$ cat config.mk
export PLATFORM = sky130hd
export DESIGN_NAME = instr_encode_loader_flat
export DESIGN_NICKNAME = d
export VERILOG_FILES = /design/src/rtl/instr_encode_loader_if.sv /design/src/rtl/instr_encode_loader.sv /design/src/flat_wrapper.sv
export SDC_FILE = /design/constraint.sdc
export NUM_CORES = 1
export LEC_CHECK = 0
export CAP_MARGIN = 10
export CORE_MARGIN = 2
export CORE_UTILIZATION = 44
export CTS_CLUSTER_DIAMETER = 100
export DETAILED_ROUTE_END_ITERATION = 7
export PLACE_DENSITY = 0.88
export SLEW_MARGIN = 15
export SYNTH_ARGS = -nofsm -noshare
export SYNTH_HDL_FRONTEND = slang
export SYNTH_SLANG_ARGS = --single-unit
$ cat constraint.sdc
create_clock -name clk -period 5.2 [get_ports clk]
set_clock_uncertainty 0.1 [all_clocks]
set_input_delay 1.04 -clock clk [delete_from_list [all_inputs] [get_ports clk]]
set_output_delay 1.04 -clock clk [all_outputs]
set_load 0.1 [all_outputs]
$ cat src/rtl/instr_encode_loader_if.sv
// Instruction-field request channel and instruction-memory write port of the loader.
// The loader side uses the slave modport; the producer/memory side uses master.
interface instr_encode_loader_if;
  logic        in_valid;
  logic        in_ready;
  logic [6:0]  op;
  logic [2:0]  funct3;
  logic [6:0]  funct7;
  logic [4:0]  rd;
  logic [4:0]  rs1;
  logic [4:0]  rs2;
  logic [31:0] imm;
  logic        imem_we;
  logic [31:0] imem_addr;
  logic [31:0] imem_wdata;

  modport slave (
    input  in_valid, op, funct3, funct7, rd, rs1, rs2, imm,
    output in_ready, imem_we, imem_addr, imem_wdata
  );

  modport master (
    output in_valid, op, funct3, funct7, rd, rs1, rs2, imm,
    input  in_ready, imem_we, imem_addr, imem_wdata
  );
endinterface

$ cat src/rtl/instr_encode_loader.sv
// Encodes RV32I instruction field sets into 32-bit words and streams them into
// instruction memory at consecutive word addresses from BASE_ADDR after each start.
module instr_encode_loader #(
  parameter int unsigned DEPTH_WORDS = 1024,
  parameter logic [31:0] BASE_ADDR   = 32'h0000_0000
) (
  input  logic                          clk,
  input  logic                          rst,
  input  logic                          start,
  instr_encode_loader_if.slave          bus,
  output logic [$clog2(DEPTH_WORDS):0]  count,
  output logic                          full,
  output logic                          err_illegal
);

  localparam int unsigned    CW      = $clog2(DEPTH_WORDS) + 1;
  localparam logic [CW-1:0]  DEPTH_C = CW'(DEPTH_WORDS);

  localparam logic [6:0] OP_R      = 7'b0110011;
  localparam logic [6:0] OP_IMM    = 7'b0010011;
  localparam logic [6:0] OP_LOAD   = 7'b0000011;
  localparam logic [6:0] OP_JALR   = 7'b1100111;
  localparam logic [6:0] OP_STORE  = 7'b0100011;
  localparam logic [6:0] OP_BRANCH = 7'b1100011;
  localparam logic [6:0] OP_LUI    = 7'b0110111;
  localparam logic [6:0] OP_AUIPC  = 7'b0010111;
  localparam logic [6:0] OP_JAL    = 7'b1101111;

  typedef enum logic [1:0] {
    S_IDLE = 2'd0,
    S_LOAD = 2'd1,
    S_FULL = 2'd2
  } state_t;

  function automatic logic is_legal(input logic [6:0] op);
    logic ok;
    case (op)
      OP_R, OP_IMM, OP_LOAD, OP_JALR, OP_STORE,
      OP_BRANCH, OP_LUI, OP_AUIPC, OP_JAL: ok = 1'b1;
      default:                             ok = 1'b0;
    endcase
    return ok;
  endfunction

  // Fields a format does not use are simply not placed; imm[0] never reaches B/J words.
  function automatic logic [31:0] encode_word(
    input logic [6:0]  op,
    input logic [2:0]  f3,
    input logic [6:0]  f7,
    input logic [4:0]  rd,
    input logic [4:0]  rs1,
    input logic [4:0]  rs2,
    input logic [31:0] imm
  );
    logic [31:0] w;
    case (op)
      OP_R:              w = {f7, rs2, rs1, f3, rd, op};
      OP_IMM: begin
        if ((f3 == 3'b001) || (f3 == 3'b101)) begin
          w = {f7, imm[4:0], rs1, f3, rd, op};
        end else begin
          w = {imm[11:0], rs1, f3, rd, op};
        end
      end
      OP_LOAD, OP_JALR:  w = {imm[11:0], rs1, f3, rd, op};
      OP_STORE:          w = {imm[11:5], rs2, rs1, f3, imm[4:0], op};
      OP_BRANCH:         w = {imm[12], imm[10:5], rs2, rs1, f3, imm[4:1], imm[11], op};
      OP_LUI, OP_AUIPC:  w = {imm[31:12], rd, op};
      OP_JAL:            w = {imm[20], imm[10:1], imm[11], imm[19:12], rd, op};
      default:           w = 32'd0;
    endcase
    return w;
  endfunction

  state_t         state_r;
  state_t         state_next_s;
  logic [CW-1:0]  cnt_r;
  logic           we_r;
  logic [31:0]    addr_r;
  logic [31:0]    wdata_r;
  logic           full_r;
  logic           err_r;
  logic           ready_s;
  logic           xfer_s;
  logic           legal_s;
  logic [31:0]    enc_s;

  // start blocks acceptance combinationally so it wins over a simultaneous in_valid.
  assign ready_s = (state_r == S_LOAD) && !start && (cnt_r < DEPTH_C);
  assign xfer_s  = bus.in_valid && ready_s;
  assign legal_s = is_legal(bus.op);
  assign enc_s   = encode_word(bus.op, bus.funct3, bus.funct7, bus.rd,
                               bus.rs1, bus.rs2, bus.imm);

  assign bus.in_ready   = ready_s;
  assign bus.imem_we    = we_r;
  assign bus.imem_addr  = addr_r;
  assign bus.imem_wdata = wdata_r;
  assign count          = cnt_r;
  assign full           = full_r;
  assign err_illegal    = err_r;

  // Next-state logic: start re-arms from any state; the last legal word fills memory.
  always_comb begin
    state_next_s = state_r;
    case (state_r)
      S_IDLE: begin
        if (start) begin
          state_next_s = S_LOAD;
        end else begin
          state_next_s = S_IDLE;
        end
      end
      S_LOAD: begin
        if (start) begin
          state_next_s = S_LOAD;
        end else if (xfer_s && legal_s && ((cnt_r + CW'(1)) == DEPTH_C)) begin
          state_next_s = S_FULL;
        end else begin
          state_next_s = S_LOAD;
        end
      end
      S_FULL: begin
        if (start) begin
          state_next_s = S_LOAD;
        end else begin
          state_next_s = S_FULL;
        end
      end
      default: state_next_s = S_IDLE;
    endcase
  end

  // State, word index and the registered write port; addr/wdata hold when no write.
  always_ff @(posedge clk or negedge rst) begin
    if (!rst) begin
      state_r <= S_IDLE;
      cnt_r   <= {CW{1'b0}};
      we_r    <= 1'b0;
      addr_r  <= BASE_ADDR;
      wdata_r <= 32'd0;
      full_r  <= 1'b0;
      err_r   <= 1'b0;
    end else begin
      state_r <= state_next_s;
      full_r  <= (state_next_s == S_FULL);
      if (start) begin
        cnt_r <= {CW{1'b0}};
        we_r  <= 1'b0;
        err_r <= 1'b0;
      end else if (xfer_s) begin
        if (legal_s) begin
          we_r    <= 1'b1;
          err_r   <= 1'b0;
          addr_r  <= BASE_ADDR + (32'(cnt_r) << 2);
          wdata_r <= enc_s;
          cnt_r   <= cnt_r + CW'(1);
        end else begin
          we_r  <= 1'b0;
          err_r <= 1'b1;
        end
      end else begin
        we_r  <= 1'b0;
        err_r <= 1'b0;
      end
    end
  end

endmodule
$ cat src/flat_wrapper.sv
// flat-port wrapper written by rule: the top's interface ports become plain ports
module instr_encode_loader_flat 
#(
  parameter int unsigned DEPTH_WORDS = 1024,
  parameter logic [31:0] BASE_ADDR   = 32'h0000_0000
)
  (clk, rst, start, count, full, err_illegal, bus_in_valid, bus_op, bus_funct3, bus_funct7, bus_rd, bus_rs1, bus_rs2, bus_imm, bus_in_ready, bus_imem_we, bus_imem_addr, bus_imem_wdata);
  instr_encode_loader_if bus_i ();
  input  logic clk;
  input  logic rst;
  input  logic start;
  output logic [$clog2(DEPTH_WORDS):0] count;
  output logic full;
  output logic err_illegal;
  input wire logic [$bits(bus_i.in_valid)-1:0] bus_in_valid;
  input wire logic [$bits(bus_i.op)-1:0] bus_op;
  input wire logic [$bits(bus_i.funct3)-1:0] bus_funct3;
  input wire logic [$bits(bus_i.funct7)-1:0] bus_funct7;
  input wire logic [$bits(bus_i.rd)-1:0] bus_rd;
  input wire logic [$bits(bus_i.rs1)-1:0] bus_rs1;
  input wire logic [$bits(bus_i.rs2)-1:0] bus_rs2;
  input wire logic [$bits(bus_i.imm)-1:0] bus_imm;
  output wire logic [$bits(bus_i.in_ready)-1:0] bus_in_ready;
  output wire logic [$bits(bus_i.imem_we)-1:0] bus_imem_we;
  output wire logic [$bits(bus_i.imem_addr)-1:0] bus_imem_addr;
  output wire logic [$bits(bus_i.imem_wdata)-1:0] bus_imem_wdata;
  assign bus_i.in_valid = bus_in_valid;
  assign bus_i.op = bus_op;
  assign bus_i.funct3 = bus_funct3;
  assign bus_i.funct7 = bus_funct7;
  assign bus_i.rd = bus_rd;
  assign bus_i.rs1 = bus_rs1;
  assign bus_i.rs2 = bus_rs2;
  assign bus_i.imm = bus_imm;
  assign bus_in_ready = bus_i.in_ready;
  assign bus_imem_we = bus_i.imem_we;
  assign bus_imem_addr = bus_i.imem_addr;
  assign bus_imem_wdata = bus_i.imem_wdata;
  instr_encode_loader #(.DEPTH_WORDS(DEPTH_WORDS), .BASE_ADDR(BASE_ADDR)) u_core (.clk(clk), .rst(rst), .start(start), .bus(bus_i), .count(count), .full(full), .err_illegal(err_illegal));
endmodule
==> results.json <==
{
  "tightest_slew_ns": 1.01,
  "antenna_found_initial": 0,
  "h-tree-depth": 3,
  "cts_tree": "done",
  "critPathTopFamily": "buffers and inverters",
  "drt_iter0_markers": 193,
  "port-buffer-count": 125,
  "drc_errors": 0,
  "first_pass_iters": 5,
  "fp.dieH_um": 87.6,
  "nFillCells": 552,
  "grt_pass1_wl_um": 13600,
  "die_area_sq_mm": 0.00768,
  "dpl.cell_count": 537,
  "rsz0062_at_grt": "false",
  "finalWirelength_um": 8330,
  "synth.distinct_cells": 45,
  "arrival_ns": 2.26,
  "synthTopCellsByArea": "dfrtp_1 48%, nand2_1 7.2%, buf_4 5.6%",
  "grt_overflow_total": 0,
  "cp.buffers_inverters": 2,
  "clk_latency_ns": 0.34,
  "synthArstFlopShare_pct": 100,
  "final_common_cell": "clkdlybuf4s50_1",
  "ant_nets": 0,
  "power.density_mw_per_mm2": 349,
  "clk_path_buf_depth": 2,
  "grt_usage_pct": 22.6,
  "ys_warn_count": 0,
  "post_cts_resized": 0,
  "status": "finished, final reports clean",
  "slowest_stage": "clkdlybuf4s50_1",
  "grt_pass1_vias": 2850,
  "leakagePower_nw": 2.00,
  "diodes": 0,
  "cts_sinks": 59,
  "max_slew_margin_pct": 32.2,
  "required_ns": 4.06,
  "mostFrequentLayoutCells": "123 x clkdlybuf4s50_1, 59 x nand2_1, 59 x dfrtp_1",
  "power_w": 0.00156,
  "fp.coreArea_sq_mm": 0.00679,
  "synth_edf_count": 0,
  "syn-cell-area_sq_mm": 0.00308,
  "via_count": 2908,
  "ctsHoldBuffers": 0,
  "path_class": "in -> out",
  "gp_congestion": 0.813,
  "synthCells": 333,
  "fin_nets": 522,
  "layout-drive-gt1-share_pct": 6.36,
  "numCtsBuffers": 9,
  "maxCapViolations": 0,
  "ioPinCount": 147,
  "multi_input_area_sq_mm": 0.00140,
  "start_util_pct": 45.3,
  "vias_per_cell": 5.27,
  "finalHoldViolations": 0,
  "wl_per_cell_um": 15.1,
  "finalSetupTns_ns": 0,
  "yosysSeqAreaShare_pct": 48.0,
  "seq_area_sq_mm": 0.00148,
  "yosysTopAreaCell": "dfrtp_1",
  "grt_max_degree": 64,
  "row_count": 30,
  "post-route-min-period_ns": 3.40,
  "critPathMaxFanout": 6,
  "cp-start-kind": "input pin",
  "hold_class": "reg -> reg",
  "syn_to_final_growth_pct": 44.9,
  "max_stage_delay_ns": 0.52,
  "clk_pin_slew_worst_paths_ns": 0.07,
  "path_cells": "clkdlybuf4s50_1 -> nor4b_2 -> buf_4",
  "synth_top_area_share_pct": 48.0,
  "root_buffer": "clkbuf_8",
  "post_cts_buffers": 0,
  "timing.fmax_mhz": 294,
  "ys_ff_latch": 59,
  "finalSetupViolCount": 0,
  "dp_hpwl_um": 6110,
  "cp-end-kind": "output port",
  "die_x_um": 87.6,
  "stdcell_count": 552,
  "synth_flop_cell": "dfrtp_1",
  "avgSynthCellArea_sq_um": 9.24,
  "final_max_slew_viol_count": 0,
  "min_period_over_period_pct": 65.3,
  "vdd_drop_max_mv": 0.244
}
registers in the layout, indices dropped and copies added, names as in the netlist:
name	cells
u_core.state_r	2
u_core.full	1
u_core.bus.imem_addr	11
u_core.bus.imem_wdata	32
u_core.err_illegal	1
u_core.bus.imem_we	1
u_core.count	11
cell usage after synthesis (2+ instances only):
| cell type | instances |
|---|---|
| dfrtp_1 | 59 |
| nor2_1 | 40 |
| o21ai_0 | 20 |
| nor2b_1 | 4 |
| ha_1 | 2 |
| and2_1 | 5 |
| a211o_1 | 6 |
| and3b_1 | 2 |
| nor3_1 | 7 |
| a221oi_1 | 13 |
| and3_1 | 10 |
| a22oi_1 | 3 |
| clkbuf_1 | 7 |
| a21oi_1 | 4 |
| mux2i_1 | 2 |
| nand2_1 | 59 |
| nand4_1 | 5 |
| a222oi_1 | 9 |
| or3_1 | 2 |
| buf_6 | 3 |
| inv_1 | 4 |
| o31ai_1 | 3 |
| buf_4 | 23 |
| a31oi_1 | 3 |
| nand2b_1 | 4 |
| a21o_1 | 2 |
| mux2_2 | 2 |
| buf_2 | 6 |
| nand3_1 | 8 |
cell type report:
class,count,share of cell area (%)
sequential,59,33.1
multi-input combinational,250,31.3
timing repair buffer,127,28.2
clock buffer,9,2.78
tap,96,2.70
clock inverter,6,1.29
inverter,5,0.533
worst reg2reg max path, cell delays in order (launching register included):
cell	delay [ns]
dfrtp_1	0.40
nor4b_2	0.33
nand2_1	0.15
a21o_2	0.24
buf_4	0.32
a221oi_1	0.32
nor2_1	0.09
where the power goes:
part           switching, W  internal (W)
clock network      0.000182      0.000215
registers         0.0000242      0.000503
logic              0.000485      0.000146
stage by stage:
step | hold WS (ns) | utilization, % | worst slack [ns] | instance area (sq um)
4_1_cts | 0.371 | 65.6 | 1.79 | 4460
2_1_floorplan | 0.386 | - | 1.07 | 3160
5_1_grt | 0.399 | 65.6 | 1.73 | 4460
3_5_place_dp | 0.351 | 62.9 | 1.74 | 4280
6_report | 0.365 | 65.6 | 1.80 | 4460
3_3_place_gp | 0.350 | 62.9 | 1.78 | 4280
layer usage:
metal  routed length [um]  track usage (%)  vias up
met5                    0                0        -
met4                  140             9.37        0
met3                  578             5.56       12
met2                 4220             39.1      125
met1                 3380             26.8     1382
li1                     -                -     1389
worst paths after layout:
| check | endpoint | slack, ns | cells past startpoint | startpoint |
|---|---|---|---|---|
| max | bus_in_ready | 1.80 | 3 | start |
| min | u_core.bus.imem_wdata[1]$_DFFE_PN0P_ | 0.36 | 1 | u_core.bus.imem_wdata[1]$_DFFE_PN0P_ |
| max reg2reg | u_core.bus.imem_wdata[9]$_DFFE_PN0P_ | 3.13 | 6 | u_core.state_r[1]$_DFF_PN0_ |
| min reg2reg | u_core.bus.imem_wdata[1]$_DFFE_PN0P_ | 0.36 | 1 | u_core.bus.imem_wdata[1]$_DFFE_PN0P_ |
| max in group asynchronous | u_core.err_illegal$_DFF_PN0_ | 3.76 | 2 | rst |
| min in group asynchronous | u_core.bus.imem_addr[4]$_DFFE_PN0P_ | 0.76 | 2 | rst |
cells by family after synthesis:
group / share of synthesized area (%)
and+or+nand+nor: 23.2
xor gates and xnor gates: 0.285
muxes: 1.38
AOI/OAI and AO/OA: 16.9
DFF: 48.0
adders and majority gates: 0.813
buffers and inverters: 9.31
other: 0.122
Power figures use the tool's default switching activity.
